## config.mk

```make
export PLATFORM = sky130hd
export DESIGN_NAME = ball
export DESIGN_NICKNAME = d
export VERILOG_FILES = /design/src/rtl/ball.sv
export SDC_FILE = /design/constraint.sdc
export NUM_CORES = 1
export LEC_CHECK = 0
export BUFFER_PORTS_ARGS = -buffer_cell sky130_fd_sc_hd__buf_2
export CORE_ASPECT_RATIO = 1.4
export CORE_UTILIZATION = 57
export CTS_CLUSTER_SIZE = 20
export DETAILED_ROUTE_END_ITERATION = 10
export PLACE_DENSITY = 0.91
export SLEW_MARGIN = 20
export SYNTH_ARGS = -nofsm -noshare
export SYNTH_HDL_FRONTEND = slang
export SYNTH_SLANG_ARGS = --single-unit
export TNS_END_PERCENT = 10
```

## constraint.sdc

```tcl
create_clock -name frame_clk -period 5.9 [get_ports frame_clk]
set_input_delay 0.59 -clock frame_clk [delete_from_list [all_inputs] [get_ports frame_clk]]
set_output_delay 0.59 -clock frame_clk [all_outputs]
set_load 0.01 [all_outputs]
```

## src/rtl/ball.sv

```systemverilog
// rtl/ball.sv - keyboard-steered ball position with wall clamping and last-direction outputs
module ball #(
  parameter int SCREEN_X_CENTER = 320,
  parameter int SCREEN_Y_CENTER = 240,
  parameter int X_MIN           = 0,
  parameter int X_MAX           = 639,
  parameter int Y_MIN           = 0,
  parameter int Y_MAX           = 479,
  parameter int BALL_SIZE       = 4,
  parameter int STEP            = 1
) (
  input  logic       frame_clk,
  input  logic       Reset,
  input  logic [7:0] keycode,
  output logic [9:0] BallX,
  output logic [9:0] BallY,
  output logic [9:0] BallS,
  output logic [3:0] last_dirX,
  output logic [3:0] last_dirY
);

  localparam logic [7:0] KEY_W = 8'h1A;
  localparam logic [7:0] KEY_A = 8'h04;
  localparam logic [7:0] KEY_S = 8'h16;
  localparam logic [7:0] KEY_D = 8'h07;

  // Centre positions allowed for the ball so its edge stays inside the playfield
  localparam logic signed [11:0] X_LO   = 12'(X_MIN + BALL_SIZE);
  localparam logic signed [11:0] X_HI   = 12'(X_MAX - BALL_SIZE);
  localparam logic signed [11:0] Y_LO   = 12'(Y_MIN + BALL_SIZE);
  localparam logic signed [11:0] Y_HI   = 12'(Y_MAX - BALL_SIZE);
  localparam logic signed [11:0] STEP_P = 12'(STEP);
  localparam logic signed [11:0] STEP_N = -12'(STEP);

  logic signed [11:0] mx, my;
  logic signed [11:0] mx_new, my_new;
  logic signed [11:0] x_ext, y_ext;
  logic signed [11:0] xn, yn;
  logic [3:0]         dir_x_new, dir_y_new;

  assign BallS = 10'(BALL_SIZE);
  assign x_ext = $signed({2'b00, BallX});
  assign y_ext = $signed({2'b00, BallY});
  assign xn    = x_ext + mx_new;
  assign yn    = y_ext + my_new;

  // Key decode: mapped keys pick one axis of motion, anything else keeps gliding
  always_comb begin
    mx_new    = mx;
    my_new    = my;
    dir_x_new = last_dirX;
    dir_y_new = last_dirY;
    case (keycode)
      KEY_W: begin my_new = STEP_N; mx_new = '0; dir_y_new = 4'hF; dir_x_new = 4'h0; end
      KEY_S: begin my_new = STEP_P; mx_new = '0; dir_y_new = 4'h1; dir_x_new = 4'h0; end
      KEY_A: begin mx_new = STEP_N; my_new = '0; dir_x_new = 4'hF; dir_y_new = 4'h0; end
      KEY_D: begin mx_new = STEP_P; my_new = '0; dir_x_new = 4'h1; dir_y_new = 4'h0; end
      default: ;
    endcase
  end

  // Position/motion update with clamping at the walls; a clamp stops motion on that axis
  always_ff @(posedge frame_clk) begin
    if (Reset) begin
      BallX     <= 10'(SCREEN_X_CENTER);
      BallY     <= 10'(SCREEN_Y_CENTER);
      mx        <= '0;
      my        <= '0;
      last_dirX <= 4'h0;
      last_dirY <= 4'h0;
    end else begin
      last_dirX <= dir_x_new;
      last_dirY <= dir_y_new;

      if (xn > X_HI) begin
        BallX <= X_HI[9:0];
        mx    <= '0;
      end else if (xn < X_LO) begin
        BallX <= X_LO[9:0];
        mx    <= '0;
      end else begin
        BallX <= xn[9:0];
        mx    <= mx_new;
      end

      if (yn > Y_HI) begin
        BallY <= Y_HI[9:0];
        my    <= '0;
      end else if (yn < Y_LO) begin
        BallY <= Y_LO[9:0];
        my    <= '0;
      end else begin
        BallY <= yn[9:0];
        my    <= my_new;
      end
    end
  end

endmodule

```

==> impl_metrics.yaml <==
detailed_routing:
  vias_per_cell: 6.00
  ant_nets: 0
  drtIter0Drc: 232
  first_pass_iters: 5
  route.detailed.wl_per_inst_um: 15.5
  routed_wl_um: 7380
  drc: 0
  via_count: 2850
die:
  dieArea_mm2: 0.00588
  initial_utilization: 0.603
  rows: 31
  io_pins: 48
  die_w_um: 65.1
  core_mm2: 0.00528
  dieHeight_um: 90.4
global_route:
  grt_usage: 0.257
  overflow: 0
  grt_pass1_wl_um: 11800
  grt_antenna_before_repair: 0
  grt_max_degree: 17
  grt_pass1_vias: 2667
cts:
  numCtsBuffers: 5
  holdBufCountCts: 0
  post-cts-setup-buffers: 0
  cts_resized: 0
  root_buffer: "clkbuf_8"
  htree_levels: 2
  clkLatencyLatePin_ns: 0.30
  clkTransAtPathRegs_ns: 0.09
  clock_sinks: 48
  clk_path_buf_depth: 2
  cts_tree: "yes"
finish:
  area_growth_pct: 6.73
  insertedDiodeCount: 0
  register_area_um2: 961
  multi_input_area_mm2: 0.00200
  post_route_cells_drive_above_1_share: 0.188
  final_util: 0.643
  fillers: 462
  nets: 441
timing:
  slew-limit-headroom: 0.607
  finalHoldViolCount: 0
  finalSetupViolations: 0
  tightest_slew_ns: 0.584
  rsz0062_at_grt: "false"
  min_period_over_period: 0.860
  finalMaxSlewViolations: 0
  period_needed_ns: 5.07
  fin_setup_tns_ns: 0
  fmax_ghz: 0.197
  clock_skew_ns: 0.00508
placed_design:
  io_buffer_count: 37
  globalplace.congestion: 1.01
  hpwl_um: 5830
worst_hold_path:
  hp-class: "reg2reg"
  hp-start: "mx[0]"
  min_path_cells: 2
  hold_path_end: "mx[0]"
synth:
  synth_flop_cell: "dfxtp_1"
  netlist_instances: 378
  synth.most_common_cell: "dfxtp_1"
  yosys_warnings: 0
  syn-mean-instance-area_um2: 8.41
  synth_common_cells: "48 x dfxtp_1, 36 x nand2_1, 29 x a21oi_1"
  synth_edf_count: 0
  ys_async_sr_fraction: 0
  yosysTopAreaCell: "dfxtp_1"
  synthTopCellsByArea: "dfxtp_1 30%, ha_1 7.9%, a21oi_1 4.6%, nand2_1 4.3%, o21ai_0 3.6%"
  synth.distinct_cells: 67
  synth_area_mm2: 0.00318
  ys_ff_latch: 48
  synth.top_cell.area_share: 0.302
  yosysSeqAreaShare: 0.302
worst_setup_path:
  worst_r2r_path_depth: 11
  cp-start-kind: "input pin"
  rr_endpoint: "mx[11]"
  crit_type: "in2reg"
  endpoint_kind: "flop"
  crit_arrival_ns: 5.30
  r2r-start: "mx[1]"
  regToRegSetupSlack_ns: 2.35
  worstPathRequired_ns: 6.13
  crit_path_max_fanout: 12
power_and_ir_drop:
  p_per_area_mw_per_mm2: 209
  irDropWorstVdd_mv: 0.195
  leakage_uw: 0.00158
status:
  status: "finished clean"
flow_run:
  max_cap_violations: 0
-- metal layers --
layer	track usage	routed length, µm	vias to the layer above
met3	0.0543	272	27
met2	0.475	4070	84
li1	-	-	1396
met4	0.120	311	0
met5	0	0	-
met1	0.267	2720	1343
-- metrics by stage --
stage | instances | setup WS (ns) | total power, µW | cell area, µm² | hold WS (ns)
2_1_floorplan | 387 | 1.32 | 483 | 3210 | 0.456
3_3_place_gp | 468 | 0.797 | 516 | 3310 | 0.470
3_5_place_dp | 468 | 0.552 | 524 | 3310 | 0.475
4_1_cts | 475 | 0.871 | 710 | 3390 | 0.488
5_1_grt | 475 | 0.433 | 746 | 3390 | 0.520
6_report | 475 | 0.827 | 710 | 3390 | 0.487
-- cells in the final DEF, fill, tap and decap left out, types with 3 or more instances in the layout --
cell type,instances
dfxtp_1,48
buf_2,37
nand2_1,36
a21oi_1,29
inv_1,23
o21ai_0,23
nor2_1,21
ha_1,20
nor3_1,16
conb_1,11
xnor2_1,10
nand3_1,9
a21o_1,9
nor2b_2,8
xor2_1,7
or3_1,5
nor4_1,5
or2_2,5
o211ai_1,5
clkbuf_8,5
nand2b_1,4
and2_1,4
o21a_1,4
o31ai_1,4
and3_1,3
nand3b_1,3
o32ai_1,3
-- power by group --
part | internal, µW | total [µW] | switching [µW] | leakage, µW
clock network | 80.4 | 192 | 112 | 0.0000400
logic | 63.9 | 166 | 102 | 0.00115
registers | 340 | 352 | 11.7 | 0.000389
-- sequential cells by signal, indices dropped and copies added, names as in the netlist --
signal / cells
mx: 12
BallX: 10
BallY: 10
last_dirX: 2
my: 12
last_dirY: 2
-- final cells by class --
class                   count  area share
repair buffers             37      0.0546
clock buffers               5      0.0203
multi-input cells         294       0.588
clock inverters             2     0.00369
well taps                  66      0.0243
inverters                  23      0.0254
flip-flops and latches     48       0.283
-- worst max-delay path by stage --
| stage | slack [ns] | end | cells after the start | from |
|---|---|---|---|---|
| floorplan | 1.32 | mx[0] | 18 | keycode[5] |
| global route | 0.43 | mx[11] | 15 | keycode[5] |
| global placement | 0.80 | mx[0] | 15 | keycode[5] |
| CTS | 0.87 | mx[11] | 15 | keycode[5] |
| finish | 0.83 | mx[11] | 15 | keycode[5] |
| detailed placement | 0.55 | mx[11] | 15 | keycode[5] |
-- cells by family (layout without fill, tap and decap cells) --
logic type                 after synthesis  in the layout  synth area share
and+or+nand+nor                        138            138             0.238
AOI/OAI and AO/OA                      105            105             0.231
DFF                                     48             48             0.302
buffers and inverters                   45             67            0.0803
adders and majority gates               22             22            0.0913
xor gates and xnor gates                18             18            0.0555
other                                    2             11           0.00236
-- worst max-delay path, stage by stage --
cell and delay (ns):
buf_2 0.11, or4_4 0.57, or3_1 0.50, and2_1 0.30
a21oi_1 0.39, inv_1 0.09, ha_1 0.29, a211oi_1 0.39
o21a_1 0.21, nor4_1 0.05, a311oi_1 0.43, o211ai_1 0.18
a21oi_1 0.47, nand4_2 0.49, nor2b_1 0.25
Note: power is estimated with default switching activity, not from simulation.
